$ cat src/rtl/bp_cfg_loader.sv
// Boot-time configuration sequencer: freezes every core, programs CORE_ID/DID/NPC,
// then unfreezes all cores over a valid/ready config-write channel.
module bp_cfg_loader #(
  parameter int cc_x_dim_p    = 2,
  parameter int cc_y_dim_p    = 1,
  parameter int vaddr_width_p = 39,
  parameter int did_width_p   = 3,
  localparam int num_core_lp  = cc_x_dim_p * cc_y_dim_p,
  localparam int core_w_lp    = (num_core_lp > 1) ? $clog2(num_core_lp) : 1
) (
  input  logic                     clk_i,
  input  logic                     reset_n_i,
  input  logic                     start_i,
  input  logic [vaddr_width_p-1:0] boot_pc_i,
  input  logic [did_width_p-1:0]   did_i,
  output logic                     cfg_v_o,
  input  logic                     cfg_ready_i,
  output logic [core_w_lp-1:0]     cfg_core_o,
  output logic [1:0]               cfg_addr_o,
  output logic [63:0]              cfg_data_o,
  output logic                     busy_o,
  output logic                     done_o
);

  typedef enum logic [1:0] {
    ST_IDLE,
    ST_CFG,
    ST_UNFREEZE,
    ST_DONE
  } state_e;

  typedef enum logic [1:0] {
    REG_FREEZE  = 2'd0,
    REG_CORE_ID = 2'd1,
    REG_DID     = 2'd2,
    REG_NPC     = 2'd3
  } cfg_reg_e;

  localparam logic [core_w_lp-1:0] last_core_lp = core_w_lp'(num_core_lp - 1);

  state_e                   state_q, state_d;
  logic [core_w_lp-1:0]     core_q, core_d;
  cfg_reg_e                 reg_q, reg_d;
  logic [vaddr_width_p-1:0] pc_q, pc_d;
  logic [did_width_p-1:0]   did_q, did_d;
  logic                     hs;

  // NOTE: non-blocking assignments here so every register samples pre-edge values.
  always_ff @(posedge clk_i or negedge reset_n_i) begin
    if (!reset_n_i) begin
      state_q <= ST_IDLE;
      core_q  <= '0;
      reg_q   <= REG_FREEZE;
      pc_q    <= '0;
      did_q   <= '0;
    end else begin
      state_q <= state_d;
      core_q  <= core_d;
      reg_q   <= reg_d;
      pc_q    <= pc_d;
      did_q   <= did_d;
    end
  end

  assign hs = cfg_v_o && cfg_ready_i;

  // NOTE: every variable gets a default first, so no path can infer a latch.
  always_comb begin
    state_d = state_q;
    core_d  = core_q;
    reg_d   = reg_q;
    pc_d    = pc_q;
    did_d   = did_q;
    unique case (state_q)
      ST_IDLE, ST_DONE: begin
        if (start_i) begin
          state_d = ST_CFG;
          core_d  = '0;
          reg_d   = REG_FREEZE;
          pc_d    = boot_pc_i;
          did_d   = did_i;
        end
      end
      ST_CFG: begin
        if (hs) begin
          if (reg_q == REG_NPC) begin
            reg_d = REG_FREEZE;
            if (core_q == last_core_lp) begin
              core_d  = '0;
              state_d = ST_UNFREEZE;
            end else begin
              core_d = core_q + core_w_lp'(1);
            end
          end else begin
            reg_d = cfg_reg_e'(reg_q + 2'd1);
          end
        end
      end
      ST_UNFREEZE: begin
        // The core counter parks on the last core rather than wrapping.
        if (hs) begin
          if (core_q == last_core_lp) state_d = ST_DONE;
          else                        core_d  = core_q + core_w_lp'(1);
        end
      end
      default: state_d = ST_IDLE;
    endcase
  end

  always_comb begin
    cfg_v_o    = 1'b0;
    cfg_core_o = '0;
    cfg_addr_o = 2'd0;
    cfg_data_o = 64'd0;
    busy_o     = 1'b0;
    done_o     = 1'b0;
    unique case (state_q)
      ST_CFG: begin
        cfg_v_o    = 1'b1;
        busy_o     = 1'b1;
        cfg_core_o = core_q;
        cfg_addr_o = reg_q;
        unique case (reg_q)
          REG_FREEZE:  cfg_data_o = 64'd1;
          REG_CORE_ID: cfg_data_o = 64'(core_q);
          REG_DID:     cfg_data_o = 64'(did_q);
          REG_NPC:     cfg_data_o = 64'(pc_q);
          default:     cfg_data_o = 64'd0;
        endcase
      end
      ST_UNFREEZE: begin
        cfg_v_o    = 1'b1;
        busy_o     = 1'b1;
        cfg_core_o = core_q;
      end
      ST_DONE: done_o = 1'b1;
      default: ;
    endcase
  end

endmodule

$ cat config.mk
export PLATFORM = sky130hd
export DESIGN_NAME = bp_cfg_loader
export DESIGN_NICKNAME = d
export VERILOG_FILES = /design/src/rtl/bp_cfg_loader.sv
export SDC_FILE = /design/constraint.sdc
export NUM_CORES = 1
export LEC_CHECK = 0
export ABC_AREA = 1
export BUFFER_PORTS_ARGS = -buffer_cell sky130_fd_sc_hd__buf_2
export CORE_UTILIZATION = 35
export CTS_BUF_LIST = sky130_fd_sc_hd__clkbuf_8
export DETAILED_ROUTE_END_ITERATION = 7
export MAX_ROUTING_LAYER = met4
export SYNTH_ARGS = -nofsm -noshare
export SYNTH_HDL_FRONTEND = slang
export SYNTH_SLANG_ARGS = --single-unit
$ cat constraint.sdc
create_clock -name clk_i -period 1.85 [get_ports clk_i]
set_clock_uncertainty 0.2 [all_clocks]
set_input_delay 0.185 -clock clk_i [delete_from_list [all_inputs] [get_ports clk_i]]
set_output_delay 0.185 -clock clk_i [all_outputs]
set_load 0.01 [all_outputs]
======== After elaboration in Yosys (flattened, before gate mapping) ========
Cells that the tools add are included.
storage, ports and cells
  register bits after elaboration ......... 47
  bits of input ports ..................... 46
cells by class
  equal/unequal tests ..................... 12
  $add $sub $neg .......................... 2
  muxes and demuxes ....................... 24
  reductions and logical operators ........ 10
operators with widths
  operator                                                               number
  64-bit one-hot mux with 4 select lines                                 1
  64-bit two-way mux                                                     1
  2-bit two-way mux                                                      10
  2-bit != test, second input constant                                   6
  1-bit two-way mux                                                      9
  2-bit equality test, second input constant                             4
  2-bit one-hot mux with 3 select lines                                  1
  6-bit AND reduction                                                    1
  2-bit by 1-bit equality test with 1-bit output, second input constant  2
  2-bit zero test                                                        2
  2-bit one-hot mux with 2 select lines                                  1
  4-bit AND reduction                                                    1
  2-bit OR reduction                                                     2
  1-bit one-hot mux with 3 select lines                                  1
  3-bit AND reduction                                                    1
  2-bit by 1-bit adder with 2-bit output, second input constant          1
  2-bit AND reduction                                                    1
  2-bit nonzero test                                                     1
  1-bit adder, second input constant                                     1
  1-bit logical AND                                                      1

======== Depth between registers and ports, before layout ========
  depth after elaboration ................. 6
  depth in mapped cells ................... 9

======== Least setup slack after synthesis ========
No wires, ideal clock.
  path kind ............................... flip-flop to flip-flop
  from .................................... reg state_q[0]
  to ...................................... reg did_q[1]
  arrival ................................. 1349 ps
  period minus slack after synthesis ...... 1674 ps
  buffers on the path ..................... 1
  path slack .............................. 176 ps
  data required time ...................... 1525 ps
  stages on the path, launching flop included .. 6
  cells stage by stage .................... dfrtp_1 > inv_1 > ha_1 > nand2_2 > buf_6 > mux2_4
between the ends
  cells in the longest elaborated chain, start to end .. 3
  elaborated cells on any way between the ends .. 4
  classes of those cells .................. eq/ne (1); reduce/logical (3)
ends and longest elaborated chain
  item                                                    RTL line  text
  start: declaration                                      41        state_e state_q, state_d;
  start signal: assignment                                57        state_q <= state_d;
  2-bit equality test or 2-bit zero test (tied branches)  74        unique case (state_q)
  2-bit OR reduction *                                    74
  2-bit AND reduction (no line) *                         --
  end signal: assignment                                  61        did_q <= did_d;
  end: declaration                                        45        logic [did_width_p-1:0] did_q, did_d;
Mark *: on every way between the ends. The rest lies on a longest branch, timed or not.
A chain may end at the register's enable or synchronous reset.

======== Worst setup path in the final report ========
  from .................................... reg state_q[1]
  to ...................................... out cfg_data_o[2]
between the ends
  cells in the longest elaborated chain, start to end .. 2
ends and longest elaborated chain
  item                                            RTL line  text
  2-bit by 1-bit equality test with 1-bit output  117       unique case (state_q)
  64-bit two-way mux                              117
  end: declaration                                20        output logic [63:0] cfg_data_o,
No other way between the ends.

==> results.ini <==
[outcome]
status=finished, violations left
violations=negative setup slack

[die]
start_util_pct=36.2
std_cell_rows=30
dieArea_um2=7370
io_pins=116
core_um2=6790
die_w_um=85.8
die_y_um=85.8

[clock_tree]
htree_levels=2
cts_inserted_buffers=5
cts.sinks=47
clk_path_buf_depth=2
insertion_delay_ps=290
cts_tree=done
clk_pin_slew_ps=90
cts-root-buf=clkbuf_8

[run]
maxCapViolations=0

[grt]
grt_overflow=0
track_usage_pct=17.3
antenna_found_initial=0
grt_pass1_vias=2266
grt_pass1_wl_um=9800
grt_max_degree=35

[worst_hold_path]
hold_depth=5
worstHoldPathType=in2reg

[critical_path]
cp.required_ps=1460
worstPathCellList=inv_2 > ha_4 > inv_2 > or2_4 > a21oi_2 > buf_2
crit_cells=6
ff2ff_path_depth=5
path_class=reg2out
max_stage_delay_ps=400
cp_slowest_cell=dfrtp_1
cp_data_arrival_time_ps=1480
cp-start-kind=flop
end_kind=output port
cp_max_fo=4
crit_top_cell=inv_2
critPathBufInv=3
crit_family=flip-flops

[detailed_routing]
first_iter_violations=54
avgRoutedWirePerCell_um=11.3
ant_nets=0
vias=2279
vias_per_cell=4.21
first_pass_iters=4
drc=0
wl_um=6090

[pwr]
vdd_drop_max_v=0.000770
p_total_mw=4.78
leakagePower_nw=2.10
p_per_area_nw_per_um2=1280

[logic_synthesis]
syn_area_um2=2460
async_reset_ff_share_pct=100
synth_compound_area_share_pct=9.41
synth.most_common_cell=nor2_1
yosys.area_share.simple_pct=17.0
synth_top_area_share_pct=47.8
ys_seq_area_share_pct=47.8
avgSynthCellArea_um2=8.15
synth-adder-area-share_pct=3.56
syn_inst=302
synth_largest_area_cell=dfrtp_1
synth_xor_area_share_pct=0
synth_mux_area_share_pct=3.51
yosysWarnings=0
synth_top_family_by_area=buffers and inverters
synth.top_cells.by_count=nor2_1 (76), inv_1 (48), dfrtp_1 (47)
synth.distinct_cells=19
synth_edf_count=0
ys_seq_elements=47
synthTopCellsByArea=dfrtp_1 (48%), nor2_1 (12%), a21oi_1 (8.3%)
synth_ff_type=dfrtp_1

[placement]
dp_hpwl_um=3620
port_buffers=90
dpl_cell_area_um2=2950
gp_congestion=0.833
dpl_worst_slack_ps=18.4

[layout]
antennaDiodeCount=0
utilization_pct=54.8
seqCellArea_um2=1180
multi_input_area_um2=1060
fin_area_um2=3720
syn2layout_area_growth_pct=51.4
final_nets=497
drive_gt1_share_pct=34.8
nFillCells=632

[sta]
slew_viol_final=0
period_share_pct=101
fin_ws_ps=-17.4
fmax_mhz=536
finalSetupViolCount=3
hold_viol_final=0
rsz0062_at_grt=yes
min_period_ps=1870

[power by group]
| part | internal, mW | total (mW) | switching [mW] |
|---|---|---|---|
| registers | 1.53 | 1.74 | 0.212 |
| clock network | 0.259 | 0.592 | 0.333 |
| logic | 1.10 | 2.45 | 1.34 |
| total | 2.89 | 4.78 | 1.89 |
[layout by cell type, fill, tap and decap left out, drive strengths merged]
cell and n:
a21oi 41, clkbuf 5, or2 1, nand3 3, o21ai 4, buf 106
a31oi 1, nand2 28, nor3 1, dlygate4sd3 43, nor2 76, mux2 6
conb 25, ha 7, dfrtp 47, clkinv 3, inv 48
[repair_timing]
item	CTS	global route
gates resized for setup	18	30
buffers inserted	4	4
pin swaps	0	4
setup endpoints to repair	39	45
cloned	1	0
hold buffers	43	0
hold endpoints to repair	61	0
[state kept, by name, summed over array words and instances, names as in the netlist]
name and flops:
pc_q 39, did_q 3, reg_q 2, state_q 2, core_q 1
[area by class of cell]
class / instances / area share (%)
sequential: 47 / 31.7
timing repair buffer: 149 / 29.3
multi-input combinational: 193 / 28.6
inverter: 48 / 4.91
tap: 96 / 3.23
clock buffer: 5 / 1.85
clock inverter: 3 / 0.403
[cells by family after synthesis]
group,Yosys count
fa+ha+maj,7
compound gates,46
flops,47
buf+inv,86
simple gates,109
other cells,1
mux,6
[through the flow]
stage | TNS, ps | cells | hold WS [ps]
finish | -19.2 | 541 | 87.0
floorplan | 0 | 326 | -311
global route | -660 | 541 | 97.9
detailed placement | 0 | 481 | -18.9
global placement | 0 | 481 | -16.2
CTS | -15.7 | 537 | 68.5
[path summary, 6_finish.rpt]
path                             startpoint            end  slack (ps)
worst max-delay path             state_q[1]  cfg_data_o[2]         -20
worst min register to register     pc_q[36]       pc_q[36]         310
worst min-delay path            cfg_ready_i       reg_q[1]          90
worst max register to register   state_q[1]       reg_q[0]          80
max in group asynchronous         reset_n_i       reg_q[0]         750
min in group asynchronous         reset_n_i        pc_q[3]         170
[worst min-delay path: stages]
cell	delay, ps
buf_2	120
inv_1	50
nor2_1	40
nand3_1	60
o21ai_0	80
[layer usage]
metal	global-route usage (%)	wire length [um]
met1	19.5	2650
met2	31.8	3190
met3	2.79	220
met4	4.39	37
met5	-	0
Power figures use the tool's default switching activity.
